### src/rtl/present_masking_pkg.sv
// Shared constants for the masked PRESENT affine datapath: lane/share widths and affine mode encodings.
package present_masking_pkg;

   localparam int unsigned LANE_W    = 4;
   localparam int unsigned MODE_W    = 2;
   localparam int unsigned MAX_SHARES = 4;

   typedef enum logic [MODE_W-1:0] {
      AFF_ID  = 2'd0,
      AFF_IN  = 2'd1,
      AFF_OUT = 2'd2,
      AFF_MID = 2'd3
   } aff_mode_e;

endpackage

### src/rtl/present_affine_nibble.sv
// One share of one 4-bit lane through the selected affine map; i_c adds the affine constant (share 0 only).
module present_affine_nibble
   import present_masking_pkg::*;
(
   input  logic [LANE_W-1:0] i_x,
   input  aff_mode_e         i_mode,
   input  logic              i_c,
   output logic [LANE_W-1:0] o_y_c
);

   always_comb begin
      o_y_c = i_x;
      case (i_mode)
         AFF_IN:  o_y_c = {i_x[1] ^ i_x[2] ^ i_c, i_x[1], i_x[3], i_x[0]};
         AFF_OUT: o_y_c = {i_x[1] ^ i_c, i_x[2] ^ i_x[3], i_x[0], i_x[2]};
         AFF_MID: o_y_c = {i_x[0] ^ i_x[2] ^ i_c, i_x[0], i_x[1], i_x[1] ^ i_x[3]};
         default: o_y_c = i_x;
      endcase
   end

endmodule

### src/rtl/present_affine_stage.sv
// Single-entry registered affine stage over SHARES x NIBBLES masked lanes with valid/ready handshake.
// Optional mask refresh before the output register is enabled by defining AFFINE_REFRESH_EN.
module present_affine_stage
   import present_masking_pkg::*;
#(
   parameter int unsigned SHARES  = 3,
   parameter int unsigned NIBBLES = 16
)(
   input  logic                               clk,
   input  logic                               rst_n,
   input  logic [SHARES*LANE_W*NIBBLES-1:0]   in_shares,
   input  logic [MODE_W-1:0]                  in_mode,
   input  logic                               in_valid,
   output logic                               in_ready,
   output logic [SHARES*LANE_W*NIBBLES-1:0]   out_shares,
   output logic                               out_valid,
`ifdef AFFINE_REFRESH_EN
   input  logic [(SHARES-1)*LANE_W*NIBBLES-1:0] rand_in,
`endif
   input  logic                               out_ready
);

   localparam int unsigned SHARE_W = LANE_W * NIBBLES;
   localparam int unsigned DATA_W  = SHARES * SHARE_W;

   logic [DATA_W-1:0] r_shares;
   logic              r_valid;
   logic [DATA_W-1:0] w_aff;
   logic [DATA_W-1:0] w_mask;
   logic              w_accept;
   aff_mode_e         w_mode;

   assign in_ready = !r_valid || out_ready;
   assign w_accept = in_valid && in_ready;
   assign w_mode   = aff_mode_e'(in_mode);

   // Each share/lane is processed independently so shares never mix.
   for (genvar s = 0; s < SHARES; s++) begin : g_share
      for (genvar n = 0; n < NIBBLES; n++) begin : g_lane
         present_affine_nibble u_nib (
            .i_x    (in_shares[(s*NIBBLES+n)*LANE_W +: LANE_W]),
            .i_mode (w_mode),
            .i_c    (1'(s == 0)),
            .o_y_c  (w_aff[(s*NIBBLES+n)*LANE_W +: LANE_W])
         );
      end
   end

`ifdef AFFINE_REFRESH_EN
   logic [SHARE_W-1:0] w_last;

   // Last share absorbs the XOR of all fresh masks so the unmasked value is preserved.
   always_comb begin
      w_last = '0;
      for (int s = 0; s < int'(SHARES) - 1; s++) begin
         w_last = w_last ^ rand_in[s*SHARE_W +: SHARE_W];
      end
   end

   assign w_mask = {w_last, rand_in};
`else
   assign w_mask = '0;
`endif

   always_ff @(posedge clk or negedge rst_n) begin
      if (!rst_n) begin
         r_shares <= '0;
         r_valid  <= 1'b0;
      end else if (w_accept) begin
         r_shares <= w_aff ^ w_mask;
         r_valid  <= 1'b1;
      end else if (out_ready) begin
         r_valid  <= 1'b0;
      end
   end

   assign out_shares = r_shares;
   assign out_valid  = r_valid;

endmodule

### config.mk
export PLATFORM = sky130hd
export DESIGN_NAME = present_affine_stage
export DESIGN_NICKNAME = d
export VERILOG_FILES = /design/src/rtl/present_masking_pkg.sv /design/src/rtl/present_affine_nibble.sv /design/src/rtl/present_affine_stage.sv
export SDC_FILE = /design/constraint.sdc
export NUM_CORES = 1
export LEC_CHECK = 0
export BUFFER_PORTS_ARGS = -buffer_cell sky130_fd_sc_hd__buf_2
export CORE_AREA = 2 2 174 176
export CTS_CLUSTER_DIAMETER = 50
export DETAILED_ROUTE_END_ITERATION = 10
export DIE_AREA = 0 0 176 178
export PLACE_DENSITY = 0.81
export SYNTH_ARGS = -nofsm -noshare
export SYNTH_HDL_FRONTEND = slang
export SYNTH_HIERARCHICAL = 1
export SYNTH_SLANG_ARGS = --single-unit
### constraint.sdc
create_clock -name clk -period 1.75 [get_ports clk]
set_input_delay 0.2625 -clock clk [delete_from_list [all_inputs] [get_ports clk]]
set_output_delay 0.2625 -clock clk [all_outputs]
set_load 0.01 [all_outputs]
==> impl_metrics.tcl <==
set metrics [dict create \
    status "completed" \
    fin_cells 2554 \
    synth-compound-area-share_pct 14.7 \
    holdPathStages 2 \
    dp.cells 2518 \
    synth_mux_area_share_pct 27.5 \
    portBuffers 391 \
    clk_latency_ps 450 \
    fmax_mhz 666 \
    worstPathMaxFanout 18 \
    synth_area_per_cell_sq_um 9.91 \
    ant_nets 0 \
    slowest_delay_ps 400 \
    min_period_ps 1500 \
    pwr-share-comb_pct 37.0 \
    syn_inst 1611 \
    overflow 0 \
    p_leak_nw 9.81 \
    vdd_drop_max_mv 0.555 \
    dp.final_hpwl_mm 32.4 \
    drc 0 \
    netSwitchingPower_mw 5.57 \
    cap_violations 0 \
    p_int_mw 11.1 \
    fin_worst_skew_ps 13.1 \
    grt_antenna_before_repair 3 \
    fill_cells 2199 \
    cts_tree "done" \
    hold_viol 0 \
    die_w_um 176 \
    setup_tns_ps 0 \
    die_h_um 178 \
    grt_pass1_vias 14000 \
    r2r_cells 5 \
    crit_top_cell "buf_12" \
    cpLargestDelayFamily "buffers and inverters" \
    cts_sinks 193 \
    pwr-share-clk_pct 27.0 \
    first_iter_violations 762 \
    wl_per_cell_um 16.9 \
    yosys.area_share.simple_pct 8.47 \
    multi_input_area_sq_mm 0.0107 \
    final_util_pct 68.1 \
    total_power_mw 16.7 \
    fin_nets 2346 \
    firstDrtPassIters 5 \
    finalWirelength_mm 43.0 \
    worstPathArrival_ps 1830 \
    final_layout_size_suffix_gt1_share_pct 39.9 \
    syn_area_sq_mm 0.0160 \
    grt.total_usage_pct 27.3 \
    cts-htree-levels 4 \
    cp_cell_sequence "nand2b_4 > nand2_8 > buf_12 > buf_12 > mux2_4" \
    rows 63 \
    end_kind "register" \
    syn2layout_area_growth_pct 25.4 \
    fin_crit_sh_pct 85.8 \
    required_ps 2080 \
    cts_resized 0 \
    cts.clk_slew.worst_paths_ps 80 \
    grt_start_max_net_pins 50 \
    worst-path-buf-inv 2 \
    vias_per_cell 5.35 \
    ys_ff_latch 193 \
    worstSetupPathType "register to register" \
    pin_count 392 \
    dr_total_vias 13700 \
    yosys_warnings 6 \
    p_sw_share_pct 33.4 \
    core_sq_mm 0.0294 \
    synth_top_family_by_area "multiplexers" \
    gp_congestion 0.872 \
    synthAdderAreaFrac_pct 0 \
    rsz0062_at_grt "false" \
    synth_seq_area_share_pct 30.2 \
    min_path_type "primary input to register" \
    start_util_pct 54.3 \
    pwr-share-seq_pct 36.0 \
    slowest_stage "dfrtp_1" \
    regArea_sq_mm 0.00483 \
    cts-buffers-inserted 17 \
    finalSetupViolations 0 \
    startpoint_type "register" \
    dieArea_sq_mm 0.0313 \
    root_buffer "clkbuf_16" \
    slew_violations 0 \
    clockBufferDepth 2 \
    synthDistinctLibCells 22 \
    synth-xor-area-share_pct 13.2 \
    power-per-cell-area_mw_per_mm2 832 \
    grt_pass1_wl_mm 69.1 \
    cp.depth 5 \
]
state kept, by name, indices dropped and copies added, names as in the netlist:
register / flops
out_shares: 192
out_valid: 1
stage by stage:
step	hold WS, ps	cell area, sq um	setup WS, ps
6_report	153	20000	249
4_1_cts	142	20000	245
3_3_place_gp	218	19300	-10.0
3_5_place_dp	221	19300	-41.9
5_1_grt	137	20000	218
2_1_floorplan	-33.1	16500	386
cell families (layout without fill, tap and decap cells):
logic type | Yosys count | in the layout
multiplexers | 336 | 336
AO/OA/AOI/OAI | 336 | 336
AND/OR/NAND/NOR | 339 | 339
other | 2 | 147
XOR/XNOR | 240 | 240
flip-flops | 193 | 193
buffers and inverters | 165 | 573
path summary, 6_finish.rpt:
| path | startpoint | endpoint | slack, ps |
|---|---|---|---|
| setup / recovery | out_valid | out_shares[34] | 250 |
| hold reg to reg | out_shares[121] | out_shares[121] | 500 |
| hold / removal | in_valid | out_valid | 150 |
| min in group asynchronous | rst_n | out_shares[39] | 320 |
| setup reg to reg | out_valid | out_shares[34] | 250 |
| max in group asynchronous | rst_n | out_shares[133] | 730 |
synth_stat cells, drive strengths merged:
cell,n,area share (%)
a2111oi,48,4.5
a211o,48,2.6
a21oi,192,6.0
buf,117,4.7
conb,2,0.047
dfrtp,193,30
inv,48,1.1
mux2,288,25
mux2i,48,3.0
nand2,145,3.5
nand2b,2,0.13
nand3,48,1.5
nor2,144,3.4
o21ai,48,1.5
xnor2,144,7.9
xor2,96,5.3
routing by layer:
layer  part of all wire (%)  vias up  global-route usage, %
met1                     41     6627                   32.5
met5                  0.049        -                      0
met2                     50      405                   48.2
met3                    6.3       69                   6.35
li1                       -     6553                      -
met4                    2.2        4                   9.40
power groups by stage:
stage          Combinational (mW)  Sequential, mW  Clock (mW)
3_3_place_gp                 5.92            6.03           0
6_report                     6.16            6.00        4.50
2_1_floorplan                3.45            6.36           0
3_5_place_dp                 6.12            6.04           0
4_1_cts                      6.16            5.98        4.58
5_1_grt                      6.64            6.08        4.75
what timing repair did:
action,CTS,global route
hold buffers,1,0
buffers inserted,0,0
hold endpoints to repair,33,0
final cells by class:
| class | instances | share of cell area [%] |
|---|---|---|
| Clock inverter | 14 | 1.07 |
| Timing Repair Buffer | 493 | 15.6 |
| Tap cell | 390 | 2.44 |
| Inverter | 48 | 0.900 |
| Sequential cell | 193 | 24.1 |
| Clock buffer | 18 | 2.19 |
| Antenna cell | 3 | 0.0375 |
| Multi-Input combinational cell | 1395 | 53.7 |
cell usage in the layout, fill, tap and decap left out, drive strengths merged, types with 48 or more instances in the layout:
master,synthesis,final
a2111oi,48,48
a211o,48,48
a21oi,192,192
buf,117,491
conb,2,144
dfrtp,193,193
inv,48,56
mux2,288,288
mux2i,48,48
nand2,145,145
nand3,48,48
nor2,144,144
o21ai,48,48
xnor2,144,144
xor2,96,96
No activity file was read; power rests on OpenSTA's default activity.
